==> config.mk <==
export PLATFORM = sky130hd
export DESIGN_NAME = mac_accum_round
export DESIGN_NICKNAME = d
export VERILOG_FILES = /design/src/rtl/mac_accum_round.sv
export SDC_FILE = /design/constraint.sdc
export NUM_CORES = 1
export LEC_CHECK = 0
export CAP_MARGIN = 20
export CELL_PAD_IN_SITES_DETAIL_PLACEMENT = 1
export CELL_PAD_IN_SITES_GLOBAL_PLACEMENT = 1
export CORE_MARGIN = 2
export CORE_UTILIZATION = 35
export DETAILED_ROUTE_END_ITERATION = 16
export PLACE_DENSITY = 0.69
export SLEW_MARGIN = 20
export SYNTH_ARGS = -nofsm -noshare
export SYNTH_HDL_FRONTEND = slang
export SYNTH_SLANG_ARGS = --single-unit
==> constraint.sdc <==
create_clock -name clk -period 5.1 [get_ports clk]
set_input_delay 0.51 -clock clk [delete_from_list [all_inputs] [get_ports clk]]
set_output_delay 0.51 -clock clk [all_outputs]
set_load 0.05 [all_outputs]
==> src/rtl/mac_accum_round.sv <==
// Accumulates LEN signed products, then rounds half-up by SHIFT bits and saturates to OUT_W bits.
// The result is offered on a valid/ready handshake; one result per LEN accepted products.
module mac_accum_round #(
  parameter int IN_W  = 72,
  parameter int LEN   = 16,
  parameter int ACC_W = 76,
  parameter int SHIFT = 35,
  parameter int OUT_W = 36
) (
  input  logic             clk,
  input  logic             rst,
  input  logic             ce,
  input  logic             clear,
  input  logic             valid_in,
  input  logic [IN_W-1:0]  prod_in,
  output logic             in_ready,
  output logic             out_valid,
  input  logic             out_ready,
  output logic [OUT_W-1:0] result,
  output logic             sat,
  output logic             overrun
);

  localparam int CNT_W = (LEN > 1) ? $clog2(LEN) : 1;
  localparam int RW    = ACC_W - SHIFT + 1;
  localparam logic [CNT_W-1:0] LAST = CNT_W'(LEN - 1);
  localparam logic [ACC_W:0]   HALF = (ACC_W + 1)'(1) << (SHIFT - 1);
  localparam logic signed [RW-1:0] R_MAX = {{(RW - OUT_W + 1){1'b0}}, {(OUT_W - 1){1'b1}}};
  localparam logic signed [RW-1:0] R_MIN = {{(RW - OUT_W + 1){1'b1}}, {(OUT_W - 1){1'b0}}};

  typedef enum logic [1:0] {ACC, RND, OUT} state_t;

  state_t                  state, state_nxt;
  logic signed [ACC_W-1:0] acc;
  logic signed [ACC_W-1:0] prod_ext;
  logic [CNT_W-1:0]        cnt;
  logic                    accept;
  logic [ACC_W:0]          biased;
  logic signed [RW-1:0]    shifted;
  logic [OUT_W-1:0]        rnd_val;
  logic                    rnd_sat;

  assign in_ready = !rst && ce && (state == ACC);
  assign accept   = valid_in && in_ready;
  assign prod_ext = ACC_W'($signed(prod_in));

  // One extra bit keeps the rounding bias from wrapping a near-full-scale sum.
  always_comb begin
    biased  = {acc[ACC_W-1], acc} + HALF;
    shifted = $signed(biased[ACC_W:SHIFT]);
    rnd_val = shifted[OUT_W-1:0];
    rnd_sat = 1'b0;
    if (shifted > R_MAX) begin
      rnd_val = R_MAX[OUT_W-1:0];
      rnd_sat = 1'b1;
    end else if (shifted < R_MIN) begin
      rnd_val = R_MIN[OUT_W-1:0];
      rnd_sat = 1'b1;
    end
  end

  always_comb begin
    state_nxt = state;
    if (clear) begin
      state_nxt = ACC;
    end else begin
      case (state)
        ACC:     if (accept && cnt == LAST) state_nxt = RND;
        RND:     if (ce) state_nxt = OUT;
        OUT:     if (ce && out_ready) state_nxt = ACC;
        default: state_nxt = ACC;
      endcase
    end
  end

  always_ff @(posedge clk or posedge rst) begin
    if (rst) state <= ACC;
    else     state <= state_nxt;
  end

  always_ff @(posedge clk or posedge rst) begin
    if (rst) begin
      acc       <= '0;
      cnt       <= '0;
      out_valid <= 1'b0;
      result    <= '0;
      sat       <= 1'b0;
      overrun   <= 1'b0;
    end else begin
      if (ce && valid_in && !in_ready) overrun <= 1'b1;
      if (clear) begin
        acc       <= '0;
        cnt       <= '0;
        out_valid <= 1'b0;
        sat       <= 1'b0;
      end else if (ce) begin
        case (state)
          ACC: begin
            if (accept) begin
              acc <= acc + prod_ext;
              cnt <= (cnt == LAST) ? '0 : cnt + 1'b1;
            end
          end
          RND: begin
            result    <= rnd_val;
            sat       <= rnd_sat;
            out_valid <= 1'b1;
          end
          OUT: begin
            if (out_ready) begin
              out_valid <= 1'b0;
              acc       <= '0;
              cnt       <= '0;
            end
          end
          default: ;
        endcase
      end
    end
  end

endmodule

==> reports/metrics.yaml <==
syn_inst: 1219
required_ps: 5370
drt_wl_total_um: 29130
synth_top_cell_area_share_pct: 31.46
endpoint: "acc[50]"
post-route-min-period_ps: 4252
wl_per_cell_um: 17.59
grt_start_max_net_pins: 62
post-cts-setup-buffers: 0
max_slew.worst_pin.slew_ps: 976.4
yosysUniqueCellTypes: 65
critPathArrivalTime_ps: 4520
r2r_setup_slack_ps: 980
worstPathBufferInverterCount: 1
worstSetupPathType: "input port to flop"
async_flop_share_pct: 100.0
insertion_delay_ps: 430
io_buffers: 117
cts_buffers: 17
rsz0062_at_grt: "false"
yosys_register_bits: 121
synth_edf_count: 0
cts_tree: "done"
synth_common_cells: "nand2_1, dfrtp_1, o21ai_0"
syn_area_um2: 9625
cp_max_fo: 4
num_vias: 9026
ys_warn_count: 0
rr_endpoint: "acc[50]"
avgSynthCellArea_um2: 7.896
grt-ovfl-total: 0
maxSlewViolCount: 0
status: "complete, no violations"
path_clk_slew_ps: 60
leakagePower_nw: 4.978
syn_nets: 1375
die_w_um: 169.8
drive_gt1_share_pct: 5.019
diodes: 0
syn_to_final_growth_pct: 20.85
grt_pass1_wl_um: 47940
hpwlAfterDp_um: 21720
drtIter0Drc: 409
setup-violations-final: 0
drc: 0
yosysTopAreaCell: "dfrtp_1"
rows: 60
grt_pass1_vias: 9133
die_y_um: 169.8
fin_crit_sh_pct: 83.38
hold_class: "flop to flop"
final.setup.tns_ps: 0
core_um2: 26950
antenna_found_initial: 0
synthTopCellsByArea: "dfrtp_1, ha_1, nand2_1"
antenna_left: 0
grt_usage_pct: 20.67
layout.nets: 1458
cpMaxStageDelayCell: "a221oi_1"
fin_worst_skew_ps: 12.95
cp-start-kind: "input port"
cts_resized: 0
path_delay_family: "compound AO/OA/AOI/OAI gates"
cap_violations: 0
end_kind: "flop"
htree_levels: 4
start_util_pct: 35.71
synthFlopType: "dfrtp_1"
p_per_area_nw_per_um2: 228.7
total_power_mw: 2.660
die_area_um2: 28840
slowest_delay_ps: 540
ctsHoldBuffers: 0
numClockSinks: 121
r2r_start: "acc[0]"
drt_first_pass_iters: 5
yosysSeqAreaShare_pct: 31.46
peakVddDrop_v: 0.0001734
worstPathCellList: "clkdlybuf4s50_1, ha_1, fa_1, a211oi_1, o211ai_1, a21oi_1, nor3_1, or2_2, a221oi_1, o41a_1, nand3_1, a221oi_1, o21ai_0, xnor2_1, o21ai_1"
synth_most_common_cell: "nand2_1"
root_buffer: "clkbuf_16"
crit_cells: 15
hold_violations: 0
timing.fmax_ghz: 0.2352
ff2ff_path_depth: 14
place_congestion: 0.8215
routed_via_density: 5.450
critPathMostFrequentCell: "a221oi_1"
io_pins: 118
relSlewSlack_pct: 34.91
fill_cells: 3262
cp-startpoint: "prod_in[0]"
cts.path.max_buffers: 2
==> stage by stage <==
step | instance area [um^2] | cells | setup WS, ps | hold slack [ps] | utilization [%]
6_report | 11630 | 1656 | 847.7 | 474.0 | 43.16
5_1_grt | 11630 | 1656 | 595.1 | 502.3 | 43.16
4_1_cts | 11630 | 1656 | 858.8 | 483.3 | 43.16
3_5_place_dp | 11080 | 1624 | 426.8 | 468.1 | 41.10
3_3_place_gp | 11080 | 1624 | 491.0 | 462.9 | 41.10
2_1_floorplan | 9625 | 1219 | 379.7 | 445.8 | -
==> report_power, final <==
part	total [mW]	switching, mW	internal (mW)
clock	1.17	0.498	0.671
combinational	0.484	0.288	0.195
sequential	1.01	0.0242	0.983
==> cell type report <==
type / instances / area (um^2) / area share, %
repair buffers: 128 / 1266 / 10.89
flip-flops and latches: 121 / 3028 / 26.03
well taps: 341 / 426.7 / 3.668
inverters: 36 / 137.6 / 1.183
clock inverters: 14 / 126.4 / 1.086
multi-input cells: 998 / 6218 / 53.46
clock buffers: 18 / 429.2 / 3.689
==> flip-flops by register name (all words and copies together) (netlist names) <==
register	flops
acc	76
result	36
cnt	4
state	2
out_valid	1
overrun	1
sat	1
==> kinds of logic (layout without fill, tap and decap cells) <==
group,after synthesis,after routing,share of synthesized area [%]
and+or+nand+nor,422,422,19.81
AOI/OAI and AO/OA,386,386,24.11
DFF,121,121,31.46
xor gates and xnor gates,111,111,10.10
buffers and inverters,100,196,4.186
adders and majority gates,78,78,10.22
muxes,1,1,0.1170
==> cells in the final DEF, fill, tap and decap left out, drive strengths merged, types with 5 or more instances in the layout <==
cell type,Yosys,final
a21o,27,27
nand4,32,32
nor3,20,20
inv,35,37
o21bai,20,20
a211oi,8,8
a31oi,45,45
nor2b,5,5
nand2b,5,5
xnor2,74,74
nor2,91,91
clkdlybuf4s50,0,117
nand2,204,204
ha,77,77
clkbuf,55,18
o31ai,12,12
o21a,9,9
o21ai,124,124
o211ai,8,8
a21oi,108,108
and3,8,8
clkinvlp,0,5
dfrtp,121,121
nand3,38,38
clkinv,1,7
xor2,37,37
buf,9,11
==> routing by layer <==
layer  part of all wire [%]  GRT usage [%]  wire [um]
met4                   0.74          4.013        217
met1                     50          28.26      14430
met2                     47          34.98      13650
met5                      0              0          0
met3                    2.9          3.000        841
==> how the worst min path moves through the flow <==
stage             from  endpoint  slack (ps)  depth (start not counted)
4_1_cts        overrun   overrun         480                          1
3_3_place_gp   overrun   overrun         460                          1
3_5_place_dp   overrun   overrun         470                          1
5_1_grt        overrun   overrun         500                          1
6_report       overrun   overrun         470                          1
2_1_floorplan   cnt[3]    cnt[3]         450                          1
(Power assumes the default switching activity.)
